===== src/rtl/seguridad_pkg.sv =====
`default_nettype none
// ============================================================================
// Package     : seguridad_pkg
// Description : Shared types and constants for the security keypad controller
//               (state encoding, digit width, default stored code).
// Revision    : 1.0 - initial release
// ============================================================================
package seguridad_pkg;

    localparam int          ANCHO_DIGITO  = 4;
    localparam int          NUM_TECLAS    = 10;
    localparam logic [15:0] CLAVE_DEFECTO = 16'h4321;

    typedef enum logic [2:0] {
        ESPERA   = 3'd0,
        VERIFICA = 3'd1,
        ABIERTO  = 3'd2,
        FALLO    = 3'd3,
        ALARMA   = 3'd4
    } estado_t;

    // Larger of two integers, used to size the timer shared by two states
    function automatic int max_int(input int a, input int b);
        return (a > b) ? a : b;
    endfunction

endpackage
`default_nettype wire


===== src/rtl/control_acceso_if.sv =====
`default_nettype none
// ============================================================================
// Interface   : control_acceso_if
// Description : Keypad inputs and door/alarm outputs of the access controller.
//               master = keypad/driver side, slave = controller side.
// Revision    : 1.0 - initial release
// ============================================================================
interface control_acceso_if;
    import seguridad_pkg::*;

    logic [NUM_TECLAS-1:0]   teclas;
    logic                    enter;
    logic                    verificacion;
    logic                    fallo;
    logic                    alarma;
    logic [1:0]              intentos;
    logic [ANCHO_DIGITO-1:0] digitos;

    modport master (
        output teclas, enter,
        input  verificacion, fallo, alarma, intentos, digitos
    );

    modport slave (
        input  teclas, enter,
        output verificacion, fallo, alarma, intentos, digitos
    );

endinterface
`default_nettype wire


===== src/rtl/codificador_teclas.sv =====
`default_nettype none
// ============================================================================
// Module      : codificador_teclas
// Description : Registers the keypad inputs, detects rising edges and encodes
//               a single newly pressed digit. Multi-key events are discarded
//               and an enter edge suppresses a same-cycle digit.
// Revision    : 1.0 - initial release
// ============================================================================
module codificador_teclas
    import seguridad_pkg::*;
(
    input  wire                     clk,
    input  wire                     rst,
    input  wire [NUM_TECLAS-1:0]    teclas,
    input  wire                     enter,
    output logic                    digito_valido,
    output logic [ANCHO_DIGITO-1:0] digito,
    output logic                    enter_evt
);

    logic [NUM_TECLAS-1:0]   r_teclas_q;
    logic                    r_enter_q;
    logic                    r_digito_valido;
    logic [ANCHO_DIGITO-1:0] r_digito;
    logic [NUM_TECLAS-1:0]   w_flancos;
    logic                    w_un_flanco;
    logic                    w_enter_evt;
    logic [ANCHO_DIGITO-1:0] w_indice;

    assign w_flancos   = teclas & ~r_teclas_q;
    assign w_un_flanco = ($countones(w_flancos) == 1);
    assign w_enter_evt = enter & ~r_enter_q;

    // Binary index of the pressed key; only meaningful when exactly one edge
    always_comb begin
        w_indice = '0;
        for (int i = 0; i < NUM_TECLAS; i++) begin
            if (w_flancos[i]) begin
                w_indice = ANCHO_DIGITO'(i);
            end
        end
    end

    // Input registers plus the digit event stage; enter events are passed
    // through combinationally so the FSM reacts on the sampling edge
    always_ff @(posedge clk or negedge rst) begin
        if (!rst) begin
            r_teclas_q      <= '0;
            r_enter_q       <= 1'b0;
            r_digito_valido <= 1'b0;
            r_digito        <= '0;
        end else begin
            r_teclas_q      <= teclas;
            r_enter_q       <= enter;
            r_digito_valido <= w_un_flanco && !w_enter_evt;
            r_digito        <= w_indice;
        end
    end

    assign digito_valido = r_digito_valido;
    assign digito        = r_digito;
    assign enter_evt     = w_enter_evt;

endmodule
`default_nettype wire


===== src/rtl/control_acceso.sv =====
`default_nettype none
// ============================================================================
// Module      : control_acceso
// Description : Keypad code-entry sequencer. Collects BCD digits, verifies the
//               entry against the stored code, opens the door for a fixed time,
//               pulses a failure flag and locks out after repeated failures.
//               Config macro: BLOQUEO_TIMEOUT_EN (timed lockout release).
// Revision    : 1.0 - initial release
// ============================================================================
module control_acceso
    import seguridad_pkg::*;
#(
    parameter int                              NUM_DIGITOS    = 4,
    parameter logic [4*NUM_DIGITOS-1:0]        CLAVE          = CLAVE_DEFECTO,
    parameter int                              MAX_FALLOS     = 2,
    parameter int                              ABIERTO_CICLOS = 8,
    parameter int                              BLOQUEO_CICLOS = 16
) (
    input  wire              clk,
    input  wire              rst,
    control_acceso_if.slave  bus
);

    localparam int c_ancho_clave = ANCHO_DIGITO * NUM_DIGITOS;
    localparam int c_ancho_timer = $clog2(max_int(ABIERTO_CICLOS, BLOQUEO_CICLOS) + 1);

    localparam logic [ANCHO_DIGITO-1:0]  c_digitos_ok    = ANCHO_DIGITO'(NUM_DIGITOS);
    localparam logic [ANCHO_DIGITO-1:0]  c_digitos_max   = ANCHO_DIGITO'(NUM_DIGITOS + 1);
    localparam logic [ANCHO_DIGITO-1:0]  c_digitos_uno   = ANCHO_DIGITO'(1);
    localparam logic [1:0]               c_max_fallos    = 2'(MAX_FALLOS);
    localparam logic [c_ancho_timer-1:0] c_timer_abierto = c_ancho_timer'(ABIERTO_CICLOS - 1);
    localparam logic [c_ancho_timer-1:0] c_timer_uno     = c_ancho_timer'(1);
`ifdef BLOQUEO_TIMEOUT_EN
    localparam logic [c_ancho_timer-1:0] c_timer_bloqueo = c_ancho_timer'(BLOQUEO_CICLOS - 1);
`endif

    estado_t                 r_estado;
    estado_t                 w_estado_sig;
    logic [c_ancho_timer-1:0] r_timer;
    logic [c_ancho_timer-1:0] w_timer_sig;
    logic [c_ancho_clave-1:0] r_buffer;
    logic [c_ancho_clave-1:0] w_buffer_sig;
    logic [c_ancho_clave-1:0] w_buffer_desplazado;
    logic [ANCHO_DIGITO-1:0]  r_digitos;
    logic [ANCHO_DIGITO-1:0]  w_digitos_sig;
    logic [1:0]               r_intentos;
    logic [1:0]               w_intentos_sig;
    logic [1:0]               w_intentos_inc;
    logic                     w_coincide;

    logic                     w_digito_valido;
    logic [ANCHO_DIGITO-1:0]  w_digito;
    logic                     w_enter_evt;

    codificador_teclas u_codificador (
        .clk           (clk),
        .rst           (rst),
        .teclas        (bus.teclas),
        .enter         (bus.enter),
        .digito_valido (w_digito_valido),
        .digito        (w_digito),
        .enter_evt     (w_enter_evt)
    );

    // New digit enters the low nibble; older digits move up
    generate
        if (NUM_DIGITOS == 1) begin : g_buffer_un_digito
            assign w_buffer_desplazado = w_digito;
        end else begin : g_buffer_varios_digitos
            assign w_buffer_desplazado = {r_buffer[c_ancho_clave-ANCHO_DIGITO-1:0], w_digito};
        end
    endgenerate

    // Over-length entries saturate above NUM_DIGITOS and can never match
    assign w_coincide     = (r_digitos == c_digitos_ok) && (r_buffer == CLAVE);
    assign w_intentos_inc = r_intentos + 2'd1;

    // Next-state, timer, buffer and failure-count logic
    always_comb begin
        w_estado_sig   = r_estado;
        w_timer_sig    = r_timer;
        w_buffer_sig   = r_buffer;
        w_digitos_sig  = r_digitos;
        w_intentos_sig = r_intentos;

        case (r_estado)
            ESPERA: begin
                // Enter has priority over a digit arriving in the same cycle
                if (w_enter_evt) begin
                    w_estado_sig = VERIFICA;
                end else if (w_digito_valido) begin
                    w_buffer_sig = w_buffer_desplazado;
                    if (r_digitos != c_digitos_max) begin
                        w_digitos_sig = r_digitos + c_digitos_uno;
                    end
                end
            end

            VERIFICA: begin
                w_buffer_sig  = '0;
                w_digitos_sig = '0;
                if (w_coincide) begin
                    w_estado_sig   = ABIERTO;
                    w_intentos_sig = '0;
                    w_timer_sig    = c_timer_abierto;
                end else begin
                    w_intentos_sig = w_intentos_inc;
                    if (w_intentos_inc == c_max_fallos) begin
                        w_estado_sig = ALARMA;
`ifdef BLOQUEO_TIMEOUT_EN
                        w_timer_sig  = c_timer_bloqueo;
`endif
                    end else begin
                        w_estado_sig = FALLO;
                    end
                end
            end

            ABIERTO: begin
                if (r_timer == '0) begin
                    w_estado_sig = ESPERA;
                end else begin
                    w_timer_sig = r_timer - c_timer_uno;
                end
            end

            FALLO: begin
                w_estado_sig = ESPERA;
            end

            ALARMA: begin
`ifdef BLOQUEO_TIMEOUT_EN
                if (r_timer == '0) begin
                    w_estado_sig   = ESPERA;
                    w_intentos_sig = '0;
                end else begin
                    w_timer_sig = r_timer - c_timer_uno;
                end
`else
                // Lockout only clears through reset
                w_estado_sig = ALARMA;
`endif
            end

            default: begin
                w_estado_sig = ESPERA;
            end
        endcase
    end

    // State and datapath registers
    always_ff @(posedge clk or negedge rst) begin
        if (!rst) begin
            r_estado   <= ESPERA;
            r_timer    <= '0;
            r_buffer   <= '0;
            r_digitos  <= '0;
            r_intentos <= '0;
        end else begin
            r_estado   <= w_estado_sig;
            r_timer    <= w_timer_sig;
            r_buffer   <= w_buffer_sig;
            r_digitos  <= w_digitos_sig;
            r_intentos <= w_intentos_sig;
        end
    end

    assign bus.verificacion = (r_estado == ABIERTO);
    assign bus.fallo        = (r_estado == FALLO);
    assign bus.alarma       = (r_estado == ALARMA);
    assign bus.intentos     = r_intentos;
    assign bus.digitos      = r_digitos;

endmodule
`default_nettype wire


===== src/flat_wrapper.sv =====
// flat-port wrapper written by rule: the top's interface ports become plain ports
module control_acceso_flat import seguridad_pkg::*;
#(
    parameter int                              NUM_DIGITOS    = 4,
    parameter logic [4*NUM_DIGITOS-1:0]        CLAVE          = CLAVE_DEFECTO,
    parameter int                              MAX_FALLOS     = 2,
    parameter int                              ABIERTO_CICLOS = 8,
    parameter int                              BLOQUEO_CICLOS = 16
)
  (clk, rst, bus_teclas, bus_enter, bus_verificacion, bus_fallo, bus_alarma, bus_intentos, bus_digitos);
  control_acceso_if bus_i ();
  input  wire clk;
  input  wire rst;
  input wire logic [$bits(bus_i.teclas)-1:0] bus_teclas;
  input wire logic [$bits(bus_i.enter)-1:0] bus_enter;
  output wire logic [$bits(bus_i.verificacion)-1:0] bus_verificacion;
  output wire logic [$bits(bus_i.fallo)-1:0] bus_fallo;
  output wire logic [$bits(bus_i.alarma)-1:0] bus_alarma;
  output wire logic [$bits(bus_i.intentos)-1:0] bus_intentos;
  output wire logic [$bits(bus_i.digitos)-1:0] bus_digitos;
  assign bus_i.teclas = bus_teclas;
  assign bus_i.enter = bus_enter;
  assign bus_verificacion = bus_i.verificacion;
  assign bus_fallo = bus_i.fallo;
  assign bus_alarma = bus_i.alarma;
  assign bus_intentos = bus_i.intentos;
  assign bus_digitos = bus_i.digitos;
  control_acceso #(.NUM_DIGITOS(NUM_DIGITOS), .CLAVE(CLAVE), .MAX_FALLOS(MAX_FALLOS), .ABIERTO_CICLOS(ABIERTO_CICLOS), .BLOQUEO_CICLOS(BLOQUEO_CICLOS)) u_core (.clk(clk), .rst(rst), .bus(bus_i));
endmodule

===== config.mk =====
export PLATFORM = sky130hd
export DESIGN_NAME = control_acceso_flat
export DESIGN_NICKNAME = d
export VERILOG_FILES = /design/src/rtl/seguridad_pkg.sv /design/src/rtl/control_acceso_if.sv /design/src/rtl/codificador_teclas.sv /design/src/rtl/control_acceso.sv /design/src/flat_wrapper.sv
export SDC_FILE = /design/constraint.sdc
export NUM_CORES = 1
export LEC_CHECK = 0
export ABC_AREA = 1
export ABC_CLOCK_PERIOD_IN_PS = 6600
export CAP_MARGIN = 20
export CORE_ASPECT_RATIO = 1.75
export CORE_UTILIZATION = 45
export CTS_CLUSTER_SIZE = 14
export DETAILED_ROUTE_END_ITERATION = 16
export GPL_TIMING_DRIVEN = 0
export HOLD_SLACK_MARGIN = 0.1
export PLACE_DENSITY = 0.69
export SLEW_MARGIN = 20
export SYNTH_ARGS = -nofsm -noshare
export SYNTH_HDL_FRONTEND = slang
export SYNTH_SLANG_ARGS = --single-unit

===== constraint.sdc =====
create_clock -name clk -period 6.6 [get_ports clk]
set_input_delay 1.32 -clock clk [delete_from_list [all_inputs] [get_ports clk]]
set_output_delay 1.32 -clock clk [all_outputs]
set_load 0.02 [all_outputs]

==> flow_summary.toml, run 1 <==
[min_path]
worst_hold_startpoint = "u_core.r_timer[4]"
hold_path_end = "u_core.r_timer[4]"
hold_path.class = "reg -> reg"
worst_hold_path.num_cells = 2

[floorplan]
die_area_um2 = 5540
die_w_um = 56.7
die_h_um = 97.7
start_util_pct = 47.0
placeableCoreArea_um2 = 5020
design.portCount = 22
fp-row-count = 34

[timing]
timing.final.max_slew_violations = 0
finalClockSkew_ns = 0.00769
rsz_0062_raised_after_global_routing = "false"
setup_violations = 0
layout_min_cycle_time_ns = 4.29
final_min_period_over_clock_period_pct = 65.0
worst-slew-pin-transition_ns = 0.699
final_sum_of_negative_setup_slack_ns = 0
hold_viol = 0
clock.fmax_mhz = 233
final.setup.worst_slack_ns = 2.31
holdWs_ns = 0.478
timing.max_slew.rel_slack_pct = 53.4

[drt]
drt.antenna.violating_nets = 0
drt_iter0_markers = 23
postRouteWirelength_um = 4010
detail_route.drc_violations = 0
number_of_detailed_routing_iterations_run_before_antenna_repair = 4
avgViaCountPerCell = 4.90
wl_per_cell_um = 11.7
route.vias.total = 1677

[power]
switchingPower_w = 0.000519
overall_power_w = 0.00124
power_switching_share_pct = 41.9
irDropWorstVdd_uv = 184
internal_power_w = 0.000719
power.density_nw_per_um2 = 448
p_clk_share_pct = 16.7
combPwrFrac_pct = 48.3
seq_power_share_pct = 35.0
static-leakage-power_nw = 1.37

[worst_setup_path]
setup.worst_path.start_class = "input pin"
r2r_setup_slack_ns = 3.45
critical_path_arrival_ns = 4.49
critical_path.endpoint_type = "flip-flop"
crit_path_max_fanout = 2
required_ns = 6.80
worstRegToRegCells = 11
critical_path_class = "in -> reg"
crit-reg2reg-capture = "u_core.u_codificador.digito_valido"
r2r-start = "u_core.u_codificador.r_teclas_q[1]"

[yosys]
number_of_flops_mapped_to_enable_cells_by_yosys = 0
postSynthRegisterBits = 46
syn-mean-instance-area_um2 = 9.14
synth_area_um2 = 2360
yosys.area.top_type_share_pct = 48.8
synth.cells.most_frequent = "79 x sky130_fd_sc_hd__nand2_1, 46 x sky130_fd_sc_hd__dfrtp_1, 32 x sky130_fd_sc_hd__inv_1"
synthesis.nets = 285
ys_dominant_reg_cell = "sky130_fd_sc_hd__dfrtp_1"
synth.most_common_cell = "sky130_fd_sc_hd__nand2_1"
yosys-top-cells-area = "sky130_fd_sc_hd__dfrtp_1 49%, sky130_fd_sc_hd__nand2_1 13%, sky130_fd_sc_hd__o21ai_2 5.9%"
synth_async_sr_flop_share_pct = 100
ys.warnings.count = 0
synth_cells = 258
post-synth-top-area-cell = "sky130_fd_sc_hd__dfrtp_1"
synth_seq_area_share_pct = 48.8
number_of_different_library_cells_in_the_post_synthesis_netlist = 25

[placed_design]
place_congestion = 0.798
port-buffer-count = 21
placedCellCount = 334
detailed_place_hpwl_um = 3030
preCtsSetupSlack_ns = 2.00

[cells_and_area]
fin_nets = 314
post_route_cells_drive_above_1_share_pct = 15.3
antenna-diode-count = 0
final_cells = 342
fillerInstances = 450
area_delta_synth_final_pct = 17.3

[global_route]
grt_overflow_total = 0
first_global_vias = 1742
maximum_number_of_pins_on_one_net_before_global_route_repair = 30
grt_antenna_before_repair = 0
first_pass_grt_wire_length_um = 7470
groute.usage.overall_pct = 17.5

[cts]
insertion_delay_ns = 0.30
maximum_clock_path_buffer_count = 2
hold_buffers = 0
cts-root-buf = "sky130_fd_sc_hd__clkbuf_8"
ctsHtreeMaxLevel = 2
clock-sinks = 46
path_clk_slew_ns = 0.08
tritoncts_clock_tree = "built"
total_setup_buffers_inserted_after_cts = 0
cts_resized = 0
tritoncts.num_buffers = 5

[flow_run]
number_of_max_cap_violations = 0

[outcome]
result_of_the_run = "finished, final reports clean"
## per-stage QoR
step / utilization [%] / cell area, um2
detailed placement: 52.9 / 2660
CTS: 55.1 / 2760
finish: 55.1 / 2760
global placement: 52.5 / 2640
global route: 55.1 / 2760
floorplan: - / 2360
## critical path, stage by stage
cell,delay [ns]
sky130_fd_sc_hd__clkdlybuf4s50_1,0.47
sky130_fd_sc_hd__inv_1,0.04
sky130_fd_sc_hd__nor2_1,0.12
sky130_fd_sc_hd__inv_1,0.08
sky130_fd_sc_hd__fa_1,0.48
sky130_fd_sc_hd__fa_1,0.53
sky130_fd_sc_hd__fa_1,0.41
sky130_fd_sc_hd__inv_1,0.07
sky130_fd_sc_hd__ha_1,0.16
sky130_fd_sc_hd__inv_1,0.06
sky130_fd_sc_hd__fa_1,0.48
sky130_fd_sc_hd__nand2_1,0.07
sky130_fd_sc_hd__nor4_1,0.22
## cell usage in the layout, fill, tap and decap left out, drive strengths merged
master,count
nand2,86
dfrtp,46
inv,36
o21ai,21
clkdlybuf4s50,20
nor2,19
nand3,15
clkbuf,9
ha,8
fa,6
buf,5
xor2,4
a21oi,3
nor3,3
o22ai,3
nor4,1
o31ai,1
xnor2,1
bufinv,1
## state kept, by name (all words and copies together) (netlist names)
register	flops
u_core.bus.digitos	4
u_core.bus.intentos	2
u_core.r_buffer	16
u_core.r_estado	3
u_core.r_timer	5
u_core.u_codificador.digito	4
u_core.u_codificador.digito_valido	1
u_core.u_codificador.r_enter_q	1
u_core.u_codificador.r_teclas_q	10
## how the worst max path moves through the flow
stage                             start                            endpoint  slack [ns]  cells after the start
after floorplan           bus_teclas[1]  u_core.u_codificador.digito_valido        2.65                     12
after global routing      bus_teclas[1]  u_core.u_codificador.digito_valido        2.15                     13
after CTS                 bus_teclas[1]  u_core.u_codificador.digito_valido        2.31                     13
final                     bus_teclas[1]  u_core.u_codificador.digito_valido        2.31                     13
after detailed placement  bus_teclas[1]  u_core.u_codificador.digito_valido        2.00                     13
after global placement    bus_teclas[1]  u_core.u_codificador.digito_valido        2.02                     13
## final cells by class
type / count / area, um2 / share of cell area, %
timing repair buffer: 22 / 233 / 8.42
tap: 54 / 67.6 / 2.44
sequential: 46 / 1150 / 41.6
buffer: 5 / 41.3 / 1.49
inverter: 36 / 138 / 4.98
clock buffer: 7 / 76.3 / 2.76
multi-input combinational: 171 / 1030 / 37.2
clock inverter: 1 / 30.0 / 1.09
## layer usage
| metal | vias to the layer above | GRT usage [%] | part of all wire, % |
|---|---|---|---|
| li1 | 862 | - | - |
| met1 | 786 | 19.0 | 40 |
| met2 | 21 | 31.2 | 55 |
| met3 | 8 | 3.18 | 2.1 |
| met4 | 0 | 9.42 | 2.7 |
| met5 | - | 0 | 0 |
## logic make-up after synthesis
kind of cell | synth area share (%)
and+or+nand+nor | 23.0
buffers and inverters | 7.59
adders and majority gates | 9.34
DFF | 48.8
AOI/OAI and AO/OA | 9.34
xor gates and xnor gates | 1.86
## power groups by stage
stage / clock network (W) / logic (W) / registers (W)
6_report: 0.000207 / 0.000598 / 0.000433
5_1_grt: 0.000224 / 0.000678 / 0.000446
4_1_cts: 0.000213 / 0.000611 / 0.000433
3_5_place_dp: 0 / 0.000609 / 0.000439
3_3_place_gp: 0 / 0.000592 / 0.000437
2_1_floorplan: 0 / 0.000444 / 0.000444
(Power assumes the default switching activity.)
==> run 2, diff against run 1 <==
--- a/config.mk
+++ b/config.mk
@@ -6,7 +6,7 @@
 export NUM_CORES = 1
 export LEC_CHECK = 0
 export ABC_AREA = 1
-export ABC_CLOCK_PERIOD_IN_PS = 6600
+export ABC_CLOCK_PERIOD_IN_PS = 3700
 export CAP_MARGIN = 20
 export CORE_ASPECT_RATIO = 1.75
 export CORE_UTILIZATION = 45
@@ -14,7 +14,7 @@
 export DETAILED_ROUTE_END_ITERATION = 16
 export GPL_TIMING_DRIVEN = 0
 export HOLD_SLACK_MARGIN = 0.1
-export PLACE_DENSITY = 0.69
+export PLACE_DENSITY = 0.72
 export SLEW_MARGIN = 20
 export SYNTH_ARGS = -nofsm -noshare
 export SYNTH_HDL_FRONTEND = slang
==> constraint.sdc (replaced) <==
create_clock -name clk -period 3.7 [get_ports clk]
set_input_delay 0.74 -clock clk [delete_from_list [all_inputs] [get_ports clk]]
set_output_delay 0.74 -clock clk [all_outputs]
set_load 0.02 [all_outputs]
==> run 2 against run 1 <==
Effect of this change:
- sequential power up 79%
- utilization up 0.80 points
- cell count up 0.58%
- cell area up 1.4%
- die area unchanged
- largest cell class unchanged
==> flow_summary.toml, run 2 (synthesis gave the netlist of run 1 again) <==
[cts]
tritoncts.num_buffers = 5
clock-sinks = 46
maximum_clock_path_buffer_count = 2
ctsHtreeMaxLevel = 2
path_clk_slew_ns = 0.10
cts-root-buf = "sky130_fd_sc_hd__clkbuf_8"
insertion_delay_ns = 0.31
tritoncts_clock_tree = "built"
hold_buffers = 0

[global_route]
groute.usage.overall_pct = 17.7
maximum_number_of_pins_on_one_net_before_global_route_repair = 30
first_global_vias = 1732
grt_overflow_total = 0
grt_antenna_before_repair = 0
first_pass_grt_wire_length_um = 7450

[floorplan]
placeableCoreArea_um2 = 5020
die_area_um2 = 5540
fp-row-count = 34
design.portCount = 22
die_h_um = 97.7
start_util_pct = 47.0
die_w_um = 56.7

[cells_and_area]
fin_nets = 316
mostFrequentLayoutCells = "76 x sky130_fd_sc_hd__nand2_1, 46 x sky130_fd_sc_hd__dfrtp_1, 31 x sky130_fd_sc_hd__inv_1, 18 x sky130_fd_sc_hd__clkdlybuf4s50_1"
antenna-diode-count = 0
area_delta_synth_final_pct = 18.9
largest_reg_flops = 16
final_common_cell = "sky130_fd_sc_hd__nand2_1"
final_core_utilization_pct = 55.9
largest-register = "u_core.r_buffer"
reg_top3 = "u_core.r_buffer: 16 flops, u_core.u_codificador.r_teclas_q: 10 flops, u_core.r_timer: 5 flops"
post_route_cells_drive_above_1_share_pct = 19.3

[worst_setup_path]
critical_path_arrival_ns = 3.75
required_ns = 3.91
setup.worst_path.start_class = "input pin"
max_stage_delay_ns = 0.56
crit_path_max_fanout = 2
critical_path_class = "in -> reg"
crit_path_cells = "clkdlybuf4s50_1 -> nand2_2 -> fa_1 -> fa_1 -> fa_1 -> inv_2 -> ha_4 -> inv_1 -> fa_2 -> nand2_1 -> nor4_2"
cp_slowest_cell = "sky130_fd_sc_hd__fa_1"
critical_path.top_delay_family = "adder cells"
critical_path.endpoint_type = "flip-flop"
path_buf_inv = 3
crit_top_cell = "sky130_fd_sc_hd__fa_1"

[placed_design]
place_congestion = 0.773
port-buffer-count = 21
preCtsSetupSlack_ns = -0.345
detailed_place_hpwl_um = 3110

[timing]
finalClockSkew_ns = 0.0132
holdWs_ns = 0.465
final.setup.worst_slack_ns = 0.158
setup_violations = 0
timing.max_slew.rel_slack_pct = 53.8
clock.fmax_mhz = 282
layout_min_cycle_time_ns = 3.54
final_sum_of_negative_setup_slack_ns = 0
timing.final.max_slew_violations = 0
hold_viol = 0
worst-slew-pin-transition_ns = 0.693
rsz_0062_raised_after_global_routing = "false"
final_min_period_over_clock_period_pct = 95.7

[outcome]
result_of_the_run = "finished, final reports clean"

[power]
power.density_nw_per_um2 = 780
static-leakage-power_nw = 1.39
irDropWorstVdd_uv = 414

[drt]
wl_per_cell_um = 12.2
number_of_detailed_routing_iterations_run_before_antenna_repair = 4
avgViaCountPerCell = 4.94
drt.antenna.violating_nets = 0
drt_iter0_markers = 38
route.vias.total = 1701
postRouteWirelength_um = 4190
detail_route.drc_violations = 0

[min_path]
hold_path.class = "in -> async"

[flow_run]
number_of_max_cap_violations = 0
## run 2: worst paths after layout
check | start | endpoint | slack (ns) | cells after the start
worst max-delay path | bus_teclas[3] | u_core.u_codificador.digito_valido | 0.16 | 11
worst min-delay path | rst | u_core.r_buffer[9] | 0.47 | 1
worst max register to register | u_core.u_codificador.r_teclas_q[1] | u_core.u_codificador.digito_valido | 0.63 | 11
worst min register to register | u_core.r_timer[4] | u_core.r_timer[4] | 0.48 | 2
max in group asynchronous | rst | u_core.r_timer[4] | 2.70 | 2
min in group clk | u_core.r_timer[4] | u_core.r_timer[4] | 0.48 | 2
## run 2: what timing repair did
| action | CTS | global route |
|---|---|---|
| endpoints found under the setup margin | 1 | 1 |
| pin swaps | 5 | 9 |
| buffers inserted | 0 | 2 |
| resized for setup | 4 | 7 |
## run 2: stage by stage
stage | cell area, um2 | std cells | total power, W
2_1_floorplan | 2360 | 258 | 0.00158
3_3_place_gp | 2640 | 333 | 0.00183
3_5_place_dp | 2660 | 334 | 0.00187
4_1_cts | 2770 | 342 | 0.00220
5_1_grt | 2800 | 344 | 0.00237
6_report | 2800 | 344 | 0.00219
## run 2: layout make-up
type,count,area [um2]
clock buffers,6,82.6
multi-input cells,171,1060
inverters,36,138
flip-flops and latches,46,1150
well taps,54,67.6
plain buffers,5,41.3
fillers,486,2220
clock inverters,2,12.5
repair buffers,24,253
## run 2: power breakdown
part           total (W)  switching, W  internal, W
Clock           0.000327      0.000177     0.000150
Combinational    0.00109      0.000651     0.000436
Sequential      0.000773      0.000118     0.000656
Total            0.00219      0.000946      0.00124
## run 2: per-layer routing
metal	vias to the layer above	part of all wire (%)	GRT usage, %
li1	860	-	-
met1	804	40	18.9
met2	29	54	31.5
met3	8	3.0	3.71
met4	0	2.4	9.62
met5	-	0	0
## run 2: worst reg2reg max path: stages (launching register included)
cell and delay, ns:
sky130_fd_sc_hd__dfrtp_1 0.38, sky130_fd_sc_hd__nor2_2 0.12, sky130_fd_sc_hd__inv_1 0.06, sky130_fd_sc_hd__fa_1 0.53, sky130_fd_sc_hd__fa_1 0.44, sky130_fd_sc_hd__fa_1 0.49
sky130_fd_sc_hd__inv_2 0.09, sky130_fd_sc_hd__ha_4 0.13, sky130_fd_sc_hd__inv_1 0.04, sky130_fd_sc_hd__fa_2 0.51, sky130_fd_sc_hd__nand2_1 0.06, sky130_fd_sc_hd__nor4_2 0.12
==> run 3, diff against run 2 <==
--- a/config.mk
+++ b/config.mk
@@ -9,12 +9,12 @@
 export ABC_CLOCK_PERIOD_IN_PS = 3700
 export CAP_MARGIN = 20
 export CORE_ASPECT_RATIO = 1.75
-export CORE_UTILIZATION = 45
+export CORE_UTILIZATION = 31
 export CTS_CLUSTER_SIZE = 14
 export DETAILED_ROUTE_END_ITERATION = 16
 export GPL_TIMING_DRIVEN = 0
 export HOLD_SLACK_MARGIN = 0.1
-export PLACE_DENSITY = 0.72
+export PLACE_DENSITY = 0.54
 export SLEW_MARGIN = 20
 export SYNTH_ARGS = -nofsm -noshare
 export SYNTH_HDL_FRONTEND = slang
==> constraint.sdc (replaced) <==
create_clock -name clk -period 3.7 [get_ports clk]
set_input_delay 0.37 -clock clk [delete_from_list [all_inputs] [get_ports clk]]
set_output_delay 0.37 -clock clk [all_outputs]
set_load 0.02 [all_outputs]
==> run 3 against run 2 <==
Effect of this change:
- setup slack improved by 0.17 ns
- power rose by 5.6%
- combinational power barely moved
- cell count rose by 9.0%
- clock power rose by 44%
- cell area rose by 2.1%
==> flow_summary.toml, run 3 (synthesis gave the netlist of run 1 again) <==
[placed_design]
post_dp_cell_area_um2 = 2690
placedCellCount = 366
detailed_place_hpwl_um = 3200
place_congestion = 0.782
port-buffer-count = 21

[worst_setup_path]
setup.worst_path.start_class = "input pin"
cp_num_cells = 14
r2r-start = "u_core.u_codificador.r_teclas_q[1]"
crit_path_max_fanout = 2
max_stage_delay_ns = 0.53
critical_path_class = "in -> reg"
required_ns = 3.88
worstRegToRegCells = 12
crit_top_cell = "sky130_fd_sc_hd__inv_1"
path_buf_inv = 6
critical_path_arrival_ns = 3.55
cp_slowest_cell = "sky130_fd_sc_hd__fa_1"
crit_path_cells = "clkdlybuf4s50_1 -> inv_1 -> nor2_1 -> inv_1 -> fa_1 -> fa_1 -> fa_1 -> inv_1 -> ha_1 -> inv_1 -> fa_1 -> inv_1 -> nor2_1 -> nor4_1"
critical_path.endpoint_type = "flip-flop"
crit-reg2reg-capture = "u_core.u_codificador.digito_valido"
r2r_setup_slack_ns = 0.55
critical_path.top_delay_family = "adder cells"

[power]
overall_power_w = 0.00231
power.density_nw_per_um2 = 808
irDropWorstVdd_uv = 311
static-leakage-power_nw = 1.40

[global_route]
groute.usage.overall_pct = 12.5
first_global_vias = 1696
grt_antenna_before_repair = 0
grt_overflow_total = 0
first_pass_grt_wire_length_um = 7510
maximum_number_of_pins_on_one_net_before_global_route_repair = 28

[drt]
drt_iter0_markers = 66
wl_per_cell_um = 11.1
detail_route.drc_violations = 0
postRouteWirelength_um = 4180
avgViaCountPerCell = 4.47
drt.antenna.violating_nets = 0
route.vias.total = 1675
number_of_detailed_routing_iterations_run_before_antenna_repair = 4

[cells_and_area]
antenna-diode-count = 0
largest-register = "u_core.r_buffer"
final_common_cell = "sky130_fd_sc_hd__nand2_1"
area_delta_synth_final_pct = 21.4
post_route_cells_drive_above_1_share_pct = 15.9
largest_reg_flops = 16
reg_top3 = "u_core.r_buffer: 16 flops, u_core.u_codificador.r_teclas_q: 10 flops, u_core.r_timer: 5 flops"
fin_nets = 315
mostFrequentLayoutCells = "79 x sky130_fd_sc_hd__nand2_1, 46 x sky130_fd_sc_hd__dfrtp_1, 32 x sky130_fd_sc_hd__inv_1, 20 x sky130_fd_sc_hd__clkdlybuf4s50_1, 17 x sky130_fd_sc_hd__nor2_1"
layout.cell_area.non_filler_um2 = 2860
final_cells = 375

[timing]
hold_viol = 0
holdWs_ns = 0.478
final_sum_of_negative_setup_slack_ns = 0
layout_min_cycle_time_ns = 3.37
final_min_period_over_clock_period_pct = 91.1
worst-slew-pin-transition_ns = 0.467
clock.fmax_mhz = 297
finalClockSkew_ns = 0.00656
setup_violations = 0
rsz_0062_raised_after_global_routing = "false"
timing.max_slew.rel_slack_pct = 68.9
timing.final.max_slew_violations = 0

[floorplan]
die_area_um2 = 7970
start_util_pct = 32.4
placeableCoreArea_um2 = 7280
die_h_um = 117
fp-row-count = 41
die_w_um = 67.9
design.portCount = 22

[min_path]
hold_path.class = "reg -> reg"
hold_path_end = "u_core.r_timer[4]"
worst_hold_path.num_cells = 2
worst_hold_startpoint = "u_core.r_timer[4]"

[cts]
cts_resized = 0
maximum_clock_path_buffer_count = 2
tritoncts.num_buffers = 5
cts-root-buf = "sky130_fd_sc_hd__clkbuf_16"
ctsHtreeMaxLevel = 2
clock-sinks = 46
tritoncts_clock_tree = "built"
total_setup_buffers_inserted_after_cts = 0
path_clk_slew_ns = 0.06
insertion_delay_ns = 0.28

[outcome]
result_of_the_run = "finished, final reports clean"

[flow_run]
number_of_max_cap_violations = 0
## run 3: cell types whose count changed in the layout (fill, tap and decap cells not counted), sizes merged
| cell | change |
|---|---|
| clkinvlp | -1 |
| clkdlybuf4s50 | +2 |
| dlygate4sd3 | +1 |
| clkbuf | +1 |
| buf | -2 |
| dlymetal6s2s | -2 |
## run 3: power by group
| group | leakage, nW | internal, W | switching (W) |
|---|---|---|---|
| Sequential | 0.580 | 0.000657 | 0.000116 |
| Combinational | 0.740 | 0.000425 | 0.000641 |
| Clock | 0.0801 | 0.000288 | 0.000184 |
| Total | 1.40 | 0.00137 | 0.000941 |
## run 3: routing by layer
layer	part of all wire [%]	wire (um)	vias to the layer above	GRT usage (%)
li1	-	-	863	-
met1	39	1640	783	14.1
met2	56	2330	22	21.7
met3	2.3	98	7	2.14
met4	2.4	99	0	5.73
met5	0	0	-	0
## run 3: how the worst max path moves through the flow
stage	end	start
floorplan	u_core.u_codificador.digito_valido	bus_teclas[1]
global placement	u_core.u_codificador.digito_valido	bus_teclas[1]
detailed placement	u_core.u_codificador.digito_valido	bus_teclas[1]
CTS	u_core.u_codificador.digito_valido	bus_teclas[1]
global route	u_core.u_codificador.digito_valido	bus_teclas[1]
finish	u_core.u_codificador.digito_valido	bus_teclas[1]
## run 3: final cells by class
type                            instances  area, um2
Inverter                               36        138
Clock buffer                            7        153
Sequential cell                        46       1150
Tap cell                               86        108
Multi-Input combinational cell        171       1030
Clock inverter                          1       8.76
Fill cell                             772       4420
Timing Repair Buffer                   23        235
Buffer                                  5       41.3
## run 3: tightest hold or removal path: stages, from the launching register on
cell and delay [ns]:
sky130_fd_sc_hd__dfrtp_1 0.34, sky130_fd_sc_hd__nand2_1 0.05, sky130_fd_sc_hd__nand2_1 0.05
## run 3: repair_timing
item / in CTS / in global routing
endpoints found under the setup margin: 0 / 0
hold buffers: 1 / 0
endpoints found under the hold margin: 19 / 0
## run 3: metrics by stage
step | worst slack, ns | util, %
2_1_floorplan | 0.702 | -
3_3_place_gp | 0.0469 | 36.7
3_5_place_dp | -0.0141 | 36.9
4_1_cts | 0.280 | 39.3
5_1_grt | 0.149 | 39.3
6_report | 0.328 | 39.3
==> RTL edit 1 (flow settings as in run 3) <==
`r_buffer` no longer has a reset.
--- a/src/rtl/control_acceso.sv
+++ b/src/rtl/control_acceso.sv
@@ -153,16 +153,18 @@
         if (!rst) begin
             r_estado   <= ESPERA;
             r_timer    <= '0;
-            r_buffer   <= '0;
             r_digitos  <= '0;
             r_intentos <= '0;
         end else begin
             r_estado   <= w_estado_sig;
             r_timer    <= w_timer_sig;
-            r_buffer   <= w_buffer_sig;
             r_digitos  <= w_digitos_sig;
             r_intentos <= w_intentos_sig;
         end
+    end
+
+    always_ff @(posedge clk) begin
+        r_buffer <= w_buffer_sig;
     end
 
     assign bus.verificacion = (r_estado == ABIERTO);
Formal check against the unedited RTL: no difference found for any inputs over 10 cycles, from zero or initial values and one cycle with rst low; that may be too few to reach the edited logic, so the function may still have changed.
==> RTL edit 1 against run 3 <==
Synthesized area fell by 3.3%; total power decreased by 6.4%; wire length decreased by 7.8%; hold slack got worse by 0.36 ns; worst setup slack worse by 0.020 ns; via count down 6.6%; design area shrank 3.5%; utilization down 0.82 points; sequential power up 13%; clock skew shrank 0.00086 ns; global-route usage fell by 0.21 points; sequential cell count unchanged; critical endpoint unchanged.
==> RTL edit 1: results (changes against run 3) <==
| Metric | Value |
|---|---|
| Inst Count DP | 354 (was 366) |
| Headroom to the max-slew limit | 41.1% (was 68.9%) |
| Initial DRC Count | 33 (was 66) |
| Post-CTS Resized | 0 (unchanged) |
| Post-Route Skew | 0.00569 ns (was 0.00656 ns) |
| Antenna Nets Post-Route | 0 (unchanged) |
| Reg2reg start | u_core.u_codificador.r_teclas_q[1] (unchanged) |
| Clock-pin slew on the worst setup and hold paths | 0.07 ns |
| Worst-path fanout max | 2 (unchanged) |
| Post-synth EDFFs | 16 (was 0) |
| Antenna cells | 0 (unchanged) |
| Setup bufs post-CTS | 0 (unchanged) |
| Sequential share of the synthesized area | 54.0% (was 48.8%) |
| Post-route insts no fill | 362 (was 375) |
| Synth Flop Type | dfrtp_1 (unchanged) |
| WP data arrival | 3.59 ns (was 3.55 ns) |
| Crit path from | bus_teclas[1] (unchanged) |
| First-pass GRT wire length | 6990 µm (was 7510 µm) |
| Placed Area | 0.00259 mm² (was 0.00269 mm²) |
| H-tree depth | 2 (unchanged) |
| Netlist cell types | 29 (was 25) |
| RD Place Congestion | 0.808 (was 0.782) |
| Compound-gate portion of the synthesized area | 3.40% (was 9.34%) |
| Root Driver | clkbuf_16 (unchanged) |
| Antenna violations before repair | 0 (unchanged) |
| Internal | 1380 µW (was 1370 µW) |
| Asr flop ratio synth | 65.2% (was 100%) |
| Share of cells above drive strength 1 | 9.78% (was 15.9%) |
| PortBufs | 21 (unchanged) |
| Post-DP HPWL | 2950 µm (was 3200 µm) |
| Type of the worst min-delay path | in2async (was reg2reg) |
| GRT Total Usage | 12.3% (was 12.5%) |
| LEAKAGE | 0.00137 µW (was 0.00140 µW) |
| Syn Area/Cell | 9.23 µm² (was 9.14 µm²) |
| Clock latency on the worst-skew pair | 0.29 ns |
| Fin nets | 302 (was 315) |
| DR pass1 iterations | 4 (unchanged) |
| R2r worst-path depth | 11 (was 12) |
| Mapped Nets | 274 (was 285) |
| Largest net degree at the start of global routing | 31 (was 28) |
| Worst IR Drop VDD | 0.280 mV (was 0.311 mV) |
| Top cells by count, synth | nand2_1, inv_1, dfrtp_1 (was nand2_1, dfrtp_1, inv_1) |
| XOR/XNOR Fraction of Synth Area | 1.15% (was 1.86%) |
| Ys Warns | 0 (unchanged) |
| Synth area leaders | dfrtp_1, edfxtp_1, nand2_1 (was dfrtp_1, nand2_1, o21ai_2) |
| Mux cell area share after synthesis | 0% (unchanged) |
| Synth Area in Adders | 9.66% (was 9.34%) |
| Top flop regs | u_core.r_buffer (16), u_core.u_codificador.r_teclas_q (10), u_core.r_timer (5) (unchanged) |
| Fillers | 760 (was 772) |
| Num CTS Buffers | 5 (unchanged) |
| Routed len/inst | 10.6 µm (was 11.1 µm) |
| Slowest Stage Delay on Critical Path | 0.54 ns |
| Status | complete, no violations (unchanged) |
| Vias per cell | 4.32 (was 4.47) |
| Vias in the first global route | 1618 (was 1696) |
| Bufs on Longest Clock Path | 2 (unchanged) |
| Dominant delay contributor by cell family on the critical path | adder cells (unchanged) |
| Crit path max-delay cell type | fa_1 (unchanged) |
## RTL edit 1: cell types whose count changed in the layout (fill, tap and decap cells not counted), moves of 3 or more
cell,before,now
a21oi_1,3,6
edfxtp_1,0,16
nor2_1,17,21
o21ai_0,5,1
inv_1,32,47
o21ai_2,16,1
nand2_2,7,2
nand2_1,79,73
dfrtp_1,46,30
## RTL edit 1: path summary, 6_finish.rpt
| path | endpoint | slack, ns |
|---|---|---|
| max reg2reg | u_core.u_codificador.digito_valido | 0.54 |
| max | u_core.u_codificador.digito_valido | 0.31 |
| min reg2reg | u_core.r_timer[1] | 0.47 |
| min | u_core.r_timer[2] | 0.12 |
| min in group clk | u_core.r_timer[1] | 0.47 |
| max in group asynchronous | u_core.u_codificador.digito[2] | 3.14 |
## RTL edit 1: worst register-to-register path: stages (launching register included)
cell and delay, ns:
dfrtp_1 0.36, nor2_1 0.15, inv_1 0.08, fa_1 0.50, fa_1 0.54, fa_1 0.40
inv_1 0.06, ha_1 0.17, inv_1 0.06, fa_1 0.48, nand3_1 0.07, a211oi_1 0.21
## RTL edit 1: per-layer routing
layer,track usage (%),vias up,part of all wire (%)
met4,6.81,0,2.7
met1,12.7,726,40
met2,22.3,30,54
li1,-,802,-
met3,2.36,6,3.3
met5,0,-,0
## RTL edit 1: through the flow
stage               hold slack [ns]  total power, µW  setup slack, ns
floorplan                    0.0744             1450            0.688
global placement              0.455             1660          0.00232
detailed placement            0.454             1690          -0.0392
CTS                           0.150             2200            0.253
global route                  0.186             2340           0.0383
finish                        0.117             2160            0.307
## RTL edit 1: logic make-up after synthesis
group                    after synthesis
flip-flops                            46
buffers and inverters                 54
XOR/XNOR                               3
AO/OA/AOI/OAI                         13
AND/OR/NAND/NOR                      117
adder cells (fa/ha/maj)               14
## RTL edit 1: final cells by class
class                           instances  area [µm²]  share of cell area (%)
Sequential cell                        46        1230                    44.6
Multi-Input combinational cell        147         835                    30.2
Timing Repair Buffer                   21         205                    7.43
Inverter                               52         198                    7.16
Clock buffer                            5         125                    4.53
Tap cell                               86         108                    3.89
Clock inverter                          3        45.0                    1.63
Buffer                                  2        16.3                   0.589
## RTL edit 1: power by group through the flow
stage	sequential [µW]	clock, µW	combinational, µW
floorplan	881	0	569
global placement	876	0	788
detailed placement	883	0	806
CTS	874	520	809
global route	896	537	910
finish	870	509	784
==> RTL edit 2 (settings of run 3) <==
Without the edit above. The option `BLOQUEO_TIMEOUT_EN` is turned on by a define.
--- a/src/rtl/control_acceso.sv
+++ b/src/rtl/control_acceso.sv
@@ -7,6 +7,8 @@
 //               Config macro: BLOQUEO_TIMEOUT_EN (timed lockout release).
 // Revision    : 1.0 - initial release
 // ============================================================================
+`define BLOQUEO_TIMEOUT_EN
+
 module control_acceso
     import seguridad_pkg::*;
 #(
Function: no difference found for any inputs over 10 cycles, from zero or initial values and one cycle with rst low; that may be too few to reach the edited logic, so the function may still have changed.
==> RTL edit 2 against run 3 <==
Worst setup slack better by 0.15 ns; clock skew down 0.00095 ns; count of clock-buffer cells in the layout up 1; total power down 4.5%; design area up 0.22%; maximum frequency up 4.7%; final cell count up 2.9%; sequential cell count unchanged; synthesized area about the same; global-route usage up 1.3 points; utilization up 0.086 points; wire length up 11%; critical endpoint unchanged; largest power group unchanged; highest routed layer unchanged.
==> RTL edit 2: results (changes against run 3) <==
| Metric | Value |
|---|---|
| WP data arrival | 3.41 ns (was 3.55 ns) |
| Top cells by count, synth | nand2_1, dfrtp_1, inv_1 (unchanged) |
| Worst hold endpoint | u_core.r_timer[1] (was u_core.r_timer[4]) |
| Status | complete, no violations (unchanged) |
| Fin nets | 326 (was 315) |
| First-pass GRT wire length | 8150 µm (was 7510 µm) |
| Reg2reg setup slack | 0.66 ns (was 0.55 ns) |
| GRT Total Usage | 13.7% (was 12.5%) |
| DR WL met3 | 144 µm (was 98 µm) |
| Share of cells above drive strength 1 | 9.67% (was 15.9%) |
| Vias per cell | 4.55 (was 4.47) |
| Hold_sp | u_core.r_timer[1] (was u_core.r_timer[4]) |
| Mapped Nets | 296 (was 285) |
| GR Util met3 | 3.02% (was 2.14%) |
| Drt total wl | 4650 µm (was 4180 µm) |
| Routed len/inst | 12.0 µm (was 11.1 µm) |
| Reg2reg start | u_core.u_codificador.r_teclas_q[3] (was u_core.u_codificador.r_teclas_q[1]) |
| R2r worst-path depth | 11 (was 12) |
| Crit path from | bus_teclas[3] (was bus_teclas[1]) |
| Worst-path fanout max | 3 (was 2) |
| Synth area leaders | dfrtp_1, nand2_1, inv_1 (was dfrtp_1, nand2_1, o21ai_2) |
| Cells after synthesis | 269 (was 258) |
| Sw Share | 39.5% (was 40.7%) |
| Worst-Margin Slew | 0.448 ns (was 0.467 ns) |
| Vias in the first global route | 1812 (was 1696) |
| Routed met2 length | 2600 µm (was 2330 µm) |
| Largest net degree at the start of global routing | 29 (was 28) |
| Inst Count DP | 377 (was 366) |
| Hold Slack | 0.480 ns (was 0.478 ns) |
| Netlist cell types | 28 (was 25) |
| Metal-1 WL | 1800 µm (was 1640 µm) |
| Met2 GRT Util | 24.1% (was 21.7%) |
[RTL edit 2: area by class of cell]
type	instances	area, µm²
Tap cell	86	108
Buffer	5	56.3
Fill cell	761	4420
Sequential cell	46	1150
Clock buffer	8	166
Timing Repair Buffer	23	235
Multi-Input combinational cell	180	1010
Inverter	38	145
[RTL edit 2: kinds of logic after synthesis]
logic type	synth area share, %
DFF	48.8
xor gates and xnor gates	0.743
buffers and inverters	8.54
adders and majority gates	9.34
AOI/OAI and AO/OA	8.28
and+or+nand+nor	24.3
[RTL edit 2: per-stage QoR]
step | setup WS [ns] | total power [µW] | instance area [µm²] | util (%)
CTS | 0.443 | 2250 | 2870 | 39.4
finish | 0.480 | 2210 | 2870 | 39.4
floorplan | 0.790 | 1470 | 2360 | -
global route | 0.294 | 2410 | 2870 | 39.4
global placement | 0.177 | 1730 | 2680 | 36.7
detailed placement | 0.144 | 1750 | 2690 | 36.9
